**src/rtl/beat_timer_pkg.sv**
```systemverilog
// Shared types for the beat timer: sequencer state, T phase and machine-cycle encodings.
package beat_timer_pkg;

    localparam int T_DIV_DEF = 1;

    typedef enum logic {IDLE = 1'b0, RUN = 1'b1} state_t;

    typedef enum logic [1:0] {T1 = 2'd0, T2 = 2'd1, T3 = 2'd2, T4 = 2'd3} phase_t;

    // One-hot so the w1..w3 outputs come straight off the state flops
    typedef enum logic [2:0] {W1 = 3'b001, W2 = 3'b010, W3 = 3'b100} wcyc_t;

endpackage

```
**src/rtl/beat_timer_if.sv**
```systemverilog
// Control inputs and timing strobes of the beat timer, grouped as one bundle.
interface beat_timer_if #(parameter int CNT_W = 16);

    logic             qd;
    logic             step_mode;
    logic             stop;
    logic             short;
    logic             long;
    logic             t1, t2, t3, t4;
    logic             w1, w2, w3;
    logic             running;
    logic             instr_done;
    logic [CNT_W-1:0] instr_cnt;

    modport master (
        output qd, step_mode, stop, short, long,
        input  t1, t2, t3, t4, w1, w2, w3, running, instr_done, instr_cnt
    );

    modport slave (
        input  qd, step_mode, stop, short, long,
        output t1, t2, t3, t4, w1, w2, w3, running, instr_done, instr_cnt
    );

endinterface

```
**src/rtl/beat_phase_ctr.sv**
```systemverilog
// T phase sequencer: holds each phase for T_DIV clks while enabled, then advances T1..T4.
module beat_phase_ctr
    import beat_timer_pkg::*;
#(
    parameter int T_DIV = T_DIV_DEF
) (
    input  logic       clk,
    input  logic       clr,
    input  logic       en,
    output logic [1:0] phase,
    output logic       phase_end
);

    logic [3:0] div;

    // Last clk of the current phase; only meaningful while the sequencer runs
    assign phase_end = en && (div == 4'(T_DIV - 1));

    always_ff @(posedge clk) begin
        if (clr) begin
            div   <= '0;
            phase <= '0;
        end else if (en) begin
            if (phase_end) begin
                div   <= '0;
                phase <= phase + 2'd1;
            end else begin
                div <= div + 4'd1;
            end
        end
    end

endmodule

```
**src/rtl/beat_timer.sv**
```systemverilog
// Instruction beat sequencer: T1..T4 phases inside W1/W2/W3 machine cycles, with
// single-step, stop and completed-instruction counting.
module beat_timer
    import beat_timer_pkg::*;
#(
    parameter int T_DIV = T_DIV_DEF,
    parameter int CNT_W = 16
) (
    input  logic          clk,
    input  logic          clr,
    beat_timer_if.slave   bus
);

    state_t           state, state_nxt;
    wcyc_t            wcyc, wcyc_nxt, w_after;
    phase_t           phase, phase_nxt;
    logic [1:0]       phase_raw;
    logic             phase_end;
    logic             t3_end, t4_end, completes;
    logic             s_short, s_long, s_stop;
    logic [3:0]       t_q, t_nxt;
    logic             done_q;
    logic [CNT_W-1:0] cnt_q;

    beat_phase_ctr #(.T_DIV(T_DIV)) u_phase (
        .clk       (clk),
        .clr       (clr),
        .en        (state == RUN),
        .phase     (phase_raw),
        .phase_end (phase_end)
    );

    assign phase  = phase_t'(phase_raw);
    assign t3_end = (state == RUN) && (phase == T3) && phase_end;
    assign t4_end = (state == RUN) && (phase == T4) && phase_end;

    // Machine cycle that follows the current one, from the flags captured at T3 end
    always_comb begin
        w_after = W1;
        unique case (wcyc)
            W1:      w_after = s_short ? W1 : W2;
            W2:      w_after = s_long  ? W3 : W1;
            default: w_after = W1;
        endcase
    end

    assign completes = t4_end && (w_after == W1);

    always_comb begin
        state_nxt = state;
        wcyc_nxt  = wcyc;
        case (state)
            IDLE: if (bus.qd) state_nxt = RUN;
            RUN: begin
                if (t4_end) begin
                    wcyc_nxt = w_after;
                    if (s_stop || (bus.step_mode && (w_after == W1)))
                        state_nxt = IDLE;
                end
            end
            default: state_nxt = IDLE;
        endcase
        phase_nxt = phase_end ? phase_t'(phase_raw + 2'd1) : phase;
        // The divider is parked at T1 in IDLE, so leaving IDLE lights t1 first
        t_nxt     = (state_nxt == RUN) ? (4'b0001 << phase_nxt) : 4'b0000;
    end

    always_ff @(posedge clk) begin
        if (clr) begin
            state <= IDLE;
            wcyc  <= W1;
        end else begin
            state <= state_nxt;
            wcyc  <= wcyc_nxt;
        end
    end

    always_ff @(posedge clk) begin
        if (clr) begin
            t_q     <= '0;
            s_short <= 1'b0;
            s_long  <= 1'b0;
            s_stop  <= 1'b0;
            done_q  <= 1'b0;
            cnt_q   <= '0;
        end else begin
            t_q    <= t_nxt;
            done_q <= completes;
            if (t3_end) begin
                s_short <= bus.short;
                s_long  <= bus.long;
                s_stop  <= bus.stop;
            end
            if (completes)
                cnt_q <= cnt_q + 1'b1;
        end
    end

    assign bus.t1         = t_q[0];
    assign bus.t2         = t_q[1];
    assign bus.t3         = t_q[2];
    assign bus.t4         = t_q[3];
    assign bus.w1         = wcyc[0];
    assign bus.w2         = wcyc[1];
    assign bus.w3         = wcyc[2];
    assign bus.running    = (state == RUN);
    assign bus.instr_done = done_q;
    assign bus.instr_cnt  = cnt_q;

endmodule

```
**src/flat_wrapper.sv**
```systemverilog
// flat-port wrapper written by rule: the top's interface ports become plain ports
module beat_timer_flat import beat_timer_pkg::*;
#(
    parameter int T_DIV = T_DIV_DEF,
    parameter int CNT_W = 16
)
  (clk, clr, bus_qd, bus_step_mode, bus_stop, bus_short, bus_long, bus_t1, bus_t2, bus_t3, bus_t4, bus_w1, bus_w2, bus_w3, bus_running, bus_instr_done, bus_instr_cnt);
  beat_timer_if #(.CNT_W(CNT_W)) bus_i ();
  input  logic clk;
  input  logic clr;
  input wire logic [$bits(bus_i.qd)-1:0] bus_qd;
  input wire logic [$bits(bus_i.step_mode)-1:0] bus_step_mode;
  input wire logic [$bits(bus_i.stop)-1:0] bus_stop;
  input wire logic [$bits(bus_i.short)-1:0] bus_short;
  input wire logic [$bits(bus_i.long)-1:0] bus_long;
  output wire logic [$bits(bus_i.t1)-1:0] bus_t1;
  output wire logic [$bits(bus_i.t2)-1:0] bus_t2;
  output wire logic [$bits(bus_i.t3)-1:0] bus_t3;
  output wire logic [$bits(bus_i.t4)-1:0] bus_t4;
  output wire logic [$bits(bus_i.w1)-1:0] bus_w1;
  output wire logic [$bits(bus_i.w2)-1:0] bus_w2;
  output wire logic [$bits(bus_i.w3)-1:0] bus_w3;
  output wire logic [$bits(bus_i.running)-1:0] bus_running;
  output wire logic [$bits(bus_i.instr_done)-1:0] bus_instr_done;
  output wire logic [$bits(bus_i.instr_cnt)-1:0] bus_instr_cnt;
  assign bus_i.qd = bus_qd;
  assign bus_i.step_mode = bus_step_mode;
  assign bus_i.stop = bus_stop;
  assign bus_i.short = bus_short;
  assign bus_i.long = bus_long;
  assign bus_t1 = bus_i.t1;
  assign bus_t2 = bus_i.t2;
  assign bus_t3 = bus_i.t3;
  assign bus_t4 = bus_i.t4;
  assign bus_w1 = bus_i.w1;
  assign bus_w2 = bus_i.w2;
  assign bus_w3 = bus_i.w3;
  assign bus_running = bus_i.running;
  assign bus_instr_done = bus_i.instr_done;
  assign bus_instr_cnt = bus_i.instr_cnt;
  beat_timer #(.T_DIV(T_DIV), .CNT_W(CNT_W)) u_core (.clk(clk), .clr(clr), .bus(bus_i));
endmodule
```
**config.mk**
```make
export PLATFORM = sky130hd
export DESIGN_NAME = beat_timer_flat
export DESIGN_NICKNAME = d
export VERILOG_FILES = /design/src/rtl/beat_timer_pkg.sv /design/src/rtl/beat_timer_if.sv /design/src/rtl/beat_phase_ctr.sv /design/src/rtl/beat_timer.sv /design/src/flat_wrapper.sv
export SDC_FILE = /design/constraint.sdc
export NUM_CORES = 1
export LEC_CHECK = 0
export BUFFER_PORTS_ARGS = -buffer_cell sky130_fd_sc_hd__buf_2
export CORE_ASPECT_RATIO = 0.75
export CORE_MARGIN = 2
export CORE_UTILIZATION = 58
export DETAILED_ROUTE_END_ITERATION = 8
export PLACE_DENSITY_LB_ADDON = 0.1
export SYNTH_ARGS = -nofsm -noshare
export SYNTH_HDL_FRONTEND = slang
export SYNTH_HIERARCHICAL = 1
export SYNTH_SLANG_ARGS = --single-unit
```
**constraint.sdc**
```tcl
create_clock -name clk -period 7.5 [get_ports clk]
set_input_delay 0.375 -clock clk [delete_from_list [all_inputs] [get_ports clk]]
set_output_delay 0.375 -clock clk [all_outputs]
set_load 0.05 [all_outputs]
```
==> impl_metrics.csv, run 1 <==
group,metric,value,unit
route,drt_iter0_drc,94,
route,first_pass_iters,4,
clock_tree,cts_buffer_depth,2,
power,max-vdd-ir-drop,0.189,mV
route,dr_total_vias,1355,
critical_path,path_class,"register to register",
layout,drive_gt1_share,21.1,%
logic_synthesis,synth.most_common_cell,"dfxtp_1",
power,power.density,204,nW/µm²
floorplanning,core_area,2620,µm²
clock_tree,insertion_delay,290,ps
critical_path,startpoint_type,"register",
route,wire_per_inst,12.9,µm
layout,syn_to_final_growth,13.9,%
logic_synthesis,synthArstFlopShare,0,%
floorplanning,num_rows,16,
logic_synthesis,synth.distinct_cells,37,
timing,slew_headroom,38.3,%
logic_synthesis,synth-edff-count,0,
timing,min_period,2830,ps
critical_path,critical_path.cell_chain,"and4bb_1 -> nand3_4 -> or3_1 -> or4_1 -> a21oi_1",
place,hpwl,2.23,mm
logic_synthesis,avgSynthCellArea,8.77,µm²
critical_path,max_stage_delay,630,ps
floorplanning,dieArea,3230,µm²
timing,fin_crit_sh,37.8,%
floorplanning,start_util,61.5,%
logic_synthesis,synth_nets,196,
route,route.detailed.drc,0,
global_route,grt_max_degree,32,
layout,fin_util,70.1,%
logic_synthesis,syn-cell-area,1610,µm²
timing,clock_skew,9.53,ps
logic_synthesis,ys_ff_latch,34,
timing,setup_tns,0,ps
global_route,grt_pass1_vias,1211,
clock_tree,cts_inserted_buffers,5,
logic_synthesis,syn-instance-count,184,
clock_tree,cts_root_buf,"clkbuf_8",
clock_tree,cts_num_sinks,34,
floorplanning,die_x,64.9,µm
route,post_drt_via_cell_ratio,5.44,
global_route,grt_first_pass_wirelength,5.38,mm
clock_tree,ctsHoldBuffers,0,
job,drv_cap,0,
critical_path,critPathCaptureType,"register",
clock_tree,cts_tree,"built",
layout,multi_input_area,821,µm²
global_route,antenna_found_initial,0,
logic_synthesis,seq_area_frac_synth,42.2,%
logic_synthesis,yosysTopAreaCell,"dfxtp_1",
layout,ff_latch_area,681,µm²
critical_path,required,7720,ps
route,ant_nets,0,
place,port_buffers,31,
hold_path,min_path_type,"input port to register",
global_route,gr-total-overflow,0,
critical_path,path_delay_family,"simple AND/OR/NAND/NOR gates",
timing,rsz0062_at_grt,"no",
critical_path,path_buf_inv,0,
critical_path,r2r_setup_slack,4670,ps
layout,n_antenna_cell,0,
timing,finalHoldViolations,0,
logic_synthesis,synth-main-ff-cell,"dfxtp_1",
timing,setup_violations,0,
clock_tree,postCtsSetupRepairBufs,0,
logic_synthesis,yosysWarnings,6,
clock_tree,cts_resized,0,
critical_path,path_max_fanout,16,
timing,final_max_slew_viol_count,0,
run_status,outcome,"finished clean",
logic_synthesis,synth_common_cells,"34 x dfxtp_1, 28 x nor2_1, 17 x a21oi_1",
layout,final_nets,224,
critical_path,cp_slowest_cell,"or3_1",
logic_synthesis,synth_area_leaders,"dfxtp_1 42%, nor2_1 6.5%, a21oi_1 5.3%",
clock_tree,clock_tree.htree_level_count,2,
layout,nFillCells,235,
critical_path,cp.arrival,3050,ps
place,gp_congestion,0.799,
route,routed_wl,3.22,mm
timing,tightest_slew,913,ps
clock_tree,clk_pin_slew,70,ps
global_route,track_usage,21.6,%
power,leakage,0.766,nW
logic_synthesis,synth_top_area_share,42.2,%
floorplanning,ioPinCount,32,
timing,fmax,0.353,GHz
floorplanning,die_height,49.7,µm
## power by group
group          switching (mW)  internal, mW  total (mW)
Combinational          0.0192       0.00940      0.0286
Clock                  0.0650        0.0927       0.158
Sequential            0.00532         0.184       0.190
## metrics by stage
step	hold WS (ps)	instances	power, mW	setup slack [ps]	area, µm²
final	332	249	0.376	4670	1840
after global routing	357	249	0.389	4470	1840
after detailed placement	466	241	0.222	4700	1730
after global placement	460	241	0.220	4840	1730
after floorplan	444	184	0.217	4760	1610
after CTS	324	249	0.378	4670	1840
## final timing paths
kind	cells past startpoint	startpoint	end
max	5	u_core/bus.running	u_core/bus.instr_cnt[13]
min	3	bus_stop	u_core/s_stop
max reg2reg	5	u_core/bus.running	u_core/bus.instr_cnt[13]
min reg2reg	2	u_core/bus.instr_cnt[15]	u_core/bus.instr_cnt[15]
## layout make-up
type                    count  area share (%)
multi-input cells         133            44.7
flip-flops and latches     34            37.0
repair buffers             31            8.44
clock buffers               8            5.99
well taps                  36            2.45
inverters                   7            1.43
## worst reg2reg max path, delay by kind of cell (launching register included)
| kind | cells | cell delay, ps |
|---|---|---|
| simple gates | 4 | 2040 |
| flops | 1 | 580 |
| compound gates | 1 | 150 |
## registers in the layout (all words and copies together), names as in the netlist
signal and cells:
u_core/bus.instr_cnt 16, u_core/t_q 4, u_core/u_phase/div 4, u_core/wcyc 3, u_core/u_phase/phase 2, u_core/bus.instr_done 1
u_core/bus.running 1, u_core/s_long 1, u_core/s_short 1, u_core/s_stop 1
## cell families (layout without fill, tap and decap cells)
kind of cell	after synthesis	after routing	share of synthesized area, %
simple gates	85	85	29.2
flops	34	34	42.2
xor+xnor	7	7	3.80
mux	5	5	3.10
compound gates	31	31	10.9
buf+inv	17	46	6.98
fa+ha+maj	5	5	3.88
## per-layer routing
| layer | GRT usage [%] | wire length [µm] | up-vias |
|---|---|---|---|
| met3 | 6.16 | 153 | 2 |
| met1 | 28.9 | 1630 | 614 |
| met2 | 33.8 | 1410 | 31 |
| met4 | 6.38 | 26 | 0 |
| li1 | - | - | 708 |
| met5 | 0 | 0 | - |
## placed cells by master, fill, tap and decap left out, drive strengths merged, types with 8 or more instances in the layout
cell    Yosys  routed
nand3      10      10
clkbuf      4       8
nand2       8       8
buf         6      31
a21oi      18      18
dfxtp      34      34
nor2       28      28
(Power assumes the default switching activity.)
==> run 2, diff against run 1 <==
Settings changed: ABC_AREA set to 1, CORE_UTILIZATION 58 to 55.
Clock period 7.5 ns to 2.7 ns, I/O delays scaled along.
==> run 2 against run 1 <==
Setup slack worse by 3900 ps. Count of clock-buffer cells in the layout fell by 3. Flip-flop and latch count is the same. Highest routed layer unchanged. Die area is 13% higher. Sequential share of layout area shrank 3.0 points. First-iteration DRC count grew 1.1%. Wire length is 12% higher. Total power grew to 2.5 times the previous value. Via count grew 20%. Clock power up 120%. Maximum frequency up 43%. Largest cell class unchanged. Non-clock buffer count unchanged.
==> impl_metrics.csv, run 2 <==
group,metric,value,unit
critical_path,path_max_fanout,18,
layout,multi_input_area,915,µm²
logic_synthesis,synth-main-ff-cell,"dfxtp_1",
timing,slew_headroom,74.6,%
layout,syn_to_final_growth,14.6,%
logic_synthesis,avgSynthCellArea,6.88,µm²
clock_tree,cts_buffer_depth,2,
clock_tree,postCtsSetupRepairBufs,0,
floorplanning,dieArea,3650,µm²
global_route,gr-total-overflow,0,
clock_tree,cts_num_sinks,34,
timing,setup_ws,720,ps
floorplanning,die_x,69.1,µm
place,gp_congestion,0.865,
logic_synthesis,synth.most_common_cell,"nand2_1",
timing,setup_violations,0,
layout,ff_latch_area,681,µm²
place,hpwl,2.59,mm
critical_path,cp_slowest_cell,"dfxtp_1",
critical_path,startpoint_type,"register",
route,drt-met1-wl,1.96,mm
layout,mostFrequentLayoutCells,"79 x nand2_1, 34 x nor2_1, 34 x dfxtp_1, 31 x buf_2, 30 x inv_1",
hold_path,min_path_type,"input port to register",
power,power.density,477,nW/µm²
layout,n_antenna_cell,0,
logic_synthesis,synthArstFlopShare,0,%
clock_tree,cts_tree,"built",
timing,timing.hold.ws,133,ps
logic_synthesis,synth.distinct_cells,27,
timing,tightest_slew,381,ps
place,pre_cts_slack,715,ps
logic_synthesis,yosysWarnings,6,
route,route.detailed.drc,0,
logic_synthesis,synth_nets,266,
timing,rsz0062_at_grt,"no",
floorplanning,die_height,52.8,µm
logic_synthesis,synth-edff-count,0,
global_route,grt_first_pass_wirelength,6.03,mm
clock_tree,ctsHoldBuffers,0,
place,place_inst,320,
critical_path,path_class,"register to register",
timing,clock_skew,4.59,ps
layout,final_common_cell,"nand2_1",
route,dr_total_vias,1627,
timing,finalHoldViolations,0,
layout,final_nets,301,
route,wl_met2,1.37,mm
timing,fin_crit_sh,73.3,%
route,ant_nets,0,
timing,final_max_slew_viol_count,0,
critical_path,critical_path.cell_chain,"nand2_2 -> nor2_4 -> nand3_2 -> clkinv_2 -> nand2_4 -> nor2_8 -> inv_2 -> nor2_2 -> nand2_1 -> nand2_1 -> nor2_1",
timing,setup_tns,0,ps
global_route,antenna_found_initial,0,
logic_synthesis,yosysTopAreaCell,"dfxtp_1",
clock_tree,cts_resized,0,
floorplanning,start_util,58.7,%
clock_tree,cts_root_buf,"clkbuf_8",
job,drv_cap,0,
timing,min_period,1980,ps
critical_path,cp.arrival,2160,ps
power,max-vdd-ir-drop,0.254,mV
route,drt_iter0_drc,95,
timing,fmax,0.505,GHz
critical_path,critPathCaptureType,"register",
route,dr_wl_met3,253,µm
critical_path,max_stage_delay,540,ps
floorplanning,num_rows,17,
route,top_layer,"met4",
run_status,outcome,"finished clean",
logic_synthesis,syn-instance-count,254,
route,post_drt_via_cell_ratio,4.98,
critical_path,required,2880,ps
global_route,grt_max_degree,19,
layout,nFillCells,301,
critical_path,cp_common_cell,"nand2_1",
logic_synthesis,synth_area_leaders,"dfxtp_1 39%, nand2_1 17%, nor2_1 7.3%",
global_route,track_usage,21.1,%
route,wire_per_inst,11.0,µm
clock_tree,cts_inserted_buffers,5,
logic_synthesis,seq_area_frac_synth,39.0,%
clock_tree,clk_pin_slew,70,ps
logic_synthesis,syn-cell-area,1750,µm²
floorplanning,core_area,2980,µm²
power,leakage,0.864,nW
logic_synthesis,synth_common_cells,"79 x nand2_1, 34 x dfxtp_1, 34 x nor2_1",
route,first_pass_iters,4,
place,port_buffers,31,
layout,drive_gt1_share,19.0,%
logic_synthesis,ys_ff_latch,34,
route,routed_wl,3.61,mm
layout,fin_cells,327,
global_route,grt_pass1_vias,1355,
logic_synthesis,synth_top_area_share,39.0,%
clock_tree,clock_tree.htree_level_count,2,
clock_tree,insertion_delay,280,ps
floorplanning,ioPinCount,32,
layout,largest_reg_flops,16,
==> run 2: cell types whose count changed after synthesis, sizes merged, moves of 5 or more <==
cell   before  now
nand2       8   83
or4         7    0
or3         7    0
o31ai       5    0
mux2i       5    0
inv         7   31
nor2       28   38
o21ai       7   12
==> run 2: path summary, 6_finish.rpt <==
check / start / end / slack [ps] / cells past startpoint
max: u_core/bus.running / u_core/bus.instr_cnt[3] / 720 / 11
min: bus_short / u_core/s_short / 130 / 3
max reg2reg: u_core/bus.running / u_core/bus.instr_cnt[3] / 720 / 11
min reg2reg: u_core/s_short / u_core/s_short / 460 / 2
==> run 2: metal layers <==
| layer | global-route usage, % | vias to the layer above |
|---|---|---|
| li1 | - | 867 |
| met1 | 30.4 | 707 |
| met2 | 30.0 | 49 |
| met3 | 6.35 | 4 |
| met4 | 6.54 | 0 |
| met5 | 0 | - |
==> run 2: final cells by class <==
type / instances / share of cell area, %
Multi-Input combinational cell: 184 / 45.7
Timing Repair Buffer: 31 / 7.75
Tap cell: 38 / 2.38
Sequential cell: 34 / 34.0
Clock buffer: 5 / 3.44
Clock inverter: 2 / 0.500
Inverter: 33 / 6.25
==> run 2: kinds of logic (layout without fill, tap and decap cells) <==
group	after synthesis	count (layout)	synth area share [%]
DFF	34	34	39.0
adders and majority gates	5	5	3.58
buffers and inverters	36	71	8.67
and+or+nand+nor	140	140	35.0
AOI/OAI and AO/OA	34	34	11.3
xor gates and xnor gates	5	5	2.51
==> run 2: worst max-delay path: cells and delay by family (launching register included) <==
family	cells	cell delay, ps
flops	1	540
simple gates	9	1050
buf+inv	2	290
==> run 2: where the power goes <==
part           leakage [nW]  switching, mW  internal, mW
Combinational         0.545         0.0566        0.0245
Clock                0.0438          0.179         0.173
Sequential            0.275        0.00964         0.511
==> run 2: per-stage QoR <==
stage / cell area, µm² / utilization, % / power [mW]
2_1_floorplan: 1750 / - / 0.593
3_3_place_gp: 1920 / 64.6 / 0.613
3_5_place_dp: 1920 / 64.6 / 0.614
4_1_cts: 2000 / 67.2 / 0.966
5_1_grt: 2000 / 67.2 / 0.993
6_report: 2000 / 67.2 / 0.954
==> run 3, diff against run 2 <==
Settings changed: ABC_AREA 1 to 0, CORE_UTILIZATION 55 to 54.
Clock period 2.7 ns to 2.05 ns, I/O delays scaled along.
==> run 3 against run 2 <==
Sequential power is 31% higher. Worst hold slack worse by 76 ps. Register-to-register slack worse by 660 ps. First-iteration DRC count decreased by 9.5%. Critical path type unchanged. Setup slack got worse by 660 ps. Final area shrank 3.2%. Maximum frequency fell by 0.33%. Largest cell class unchanged.
==> impl_metrics.csv, run 3 (same netlist as run 1, synthesis figures left out) <==
group,metric,value,unit
run_status,outcome,"finished clean",
power,finalPower,1.32,mW
place,place_inst,251,
global_route,grt_util_met3,5.51,%
layout,largest_reg_flops,16,
clock_tree,clock_tree.htree_level_count,2,
floorplanning,ioPinCount,32,
clock_tree,cts_root_buf,"clkbuf_8",
clock_tree,cts_tree,"built",
critical_path,path_max_fanout,13,
route,route.detailed.drc,0,
floorplanning,dieArea,3450,µm²
layout,mostFrequentLayoutCells,"31 x buf_2, 30 x dfxtp_1, 28 x nor2_1, 15 x a21oi_1",
clock_tree,cts_buffer_depth,2,
floorplanning,start_util,55.8,%
route,post_drt_via_cell_ratio,5.47,
layout,syn_to_final_growth,20.0,%
timing,clock_skew,4.28,ps
layout,drive_gt1_share,29.0,%
global_route,grt_util_met1,30.0,%
timing,tightest_slew,571,ps
layout,fin_cells,259,
layout,fin_util,67.0,%
global_route,track_usage,22.6,%
layout,n_antenna_cell,0,
clock_tree,clk_pin_slew,70,ps
timing,setup_ws,63.3,ps
place,gp_congestion,0.741,
route,first_pass_iters,4,
power,max-vdd-ir-drop,0.382,mV
route,wire_per_inst,13.2,µm
power,switching_share,24.9,%
timing,setup_violations,0,
route,ant_nets,0,
clock_tree,insertion_delay,280,ps
power,intPower,0.991,mW
critical_path,critPathCaptureType,"register",
route,dr_total_vias,1416,
global_route,grt_first_pass_wirelength,5.84,mm
clock_tree,cts_num_sinks,34,
floorplanning,core_area,2890,µm²
layout,final_cell_area,1940,µm²
global_route,gr-total-overflow,0,
global_route,grt_max_degree,32,
clock_tree,cts_inserted_buffers,5,
route,routed_wl,3.43,mm
critical_path,required,2260,ps
critical_path,cp.arrival,2200,ps
power,power.density,681,nW/µm²
global_route,gr-usage-met2,35.0,%
timing,timing.hold.ws,56.7,ps
global_route,grt_pass1_vias,1307,
timing,fin_crit_sh,96.9,%
floorplanning,die_height,51.3,µm
power,leakage,0.809,nW
place,pre_cts_slack,-49.0,ps
power,pwr-share-seq,51.6,%
clock_tree,ctsHoldBuffers,0,
timing,fmax,0.503,GHz
critical_path,path_class,"register to register",
layout,final_nets,232,
hold_path,min_path_type,"input port to register",
power,clockPowerShare,38.3,%
global_route,antenna_found_initial,0,
timing,finalHoldViolations,0,
place,hpwl,2.40,mm
power,power.net_switching,0.329,mW
timing,min_period,1990,ps
timing,final_max_slew_viol_count,0,
layout,final_common_cell,"buf_2",
floorplanning,die_x,67.1,µm
timing,setup_tns,0,ps
global_route,busiest_layer,"met2",
place,postPlaceCellArea,1820,µm²
floorplanning,num_rows,17,
timing,slew_headroom,61.9,%
power,p_comb_share,10.1,%
critical_path,startpoint_type,"register",
place,port_buffers,31,
route,drt_iter0_drc,86,
job,drv_cap,0,
-- run 3: cell count changes in the layout (fill, tap and decap cells not counted), sizes merged, moves of 5 or more --
cell / delta
buf: +8
nand2: -75
o31ai: +5
inv: -24
o21ai: -5
or3: +7
or4: +7
mux2i: +5
nor2: -10
-- run 3: area by class of cell --
| class | count | area (µm²) |
|---|---|---|
| Tap cell | 38 | 47.5 |
| Timing Repair Buffer | 39 | 215 |
| Multi-Input combinational cell | 133 | 868 |
| Sequential cell | 34 | 688 |
| Inverter | 7 | 26.3 |
| Clock inverter | 1 | 5.00 |
| Clock buffer | 7 | 86.3 |
| Fill cell | 258 | 956 |
-- run 3: worst paths after layout --
path,slack (ps),startpoint,cells past startpoint,to
hold reg to reg,490,u_core/bus.instr_cnt[15],2,u_core/bus.instr_cnt[15]
setup reg to reg,60,u_core/u_phase/div[0],7,u_core/bus.instr_cnt[9]
setup / recovery,60,u_core/u_phase/div[0],7,u_core/bus.instr_cnt[9]
hold / removal,60,bus_short,3,u_core/s_short
-- run 3: per-layer routing --
layer	wire, µm	vias to the layer above
met4	33	0
li1	-	724
met1	1630	658
met3	165	5
met2	1600	29
met5	0	-
-- run 3: power by group through the flow --
stage | registers, mW | logic (mW) | clock network [mW]
after floorplan | 0.727 | 0.0667 | 0
after detailed placement | 0.695 | 0.130 | 0
after CTS | 0.680 | 0.131 | 0.518
after global routing | 0.682 | 0.147 | 0.550
after global placement | 0.694 | 0.126 | 0
final | 0.681 | 0.133 | 0.505
-- run 3: what timing repair did --
| action | CTS | global route |
|---|---|---|
| pin swaps | 0 | 1 |
| setup endpoints to repair | 8 | 12 |
| gates resized for setup | 2 | 5 |
| setup buffers | 0 | 0 |
-- run 3: worst max-delay path, stage by stage, from the launching register on --
cell and delay (ps):
dfxtp_2 340, inv_1 60, ha_1 140, and4bb_2 270, nand3_4 80, or3_4 400
or4_1 460, a21oi_2 160
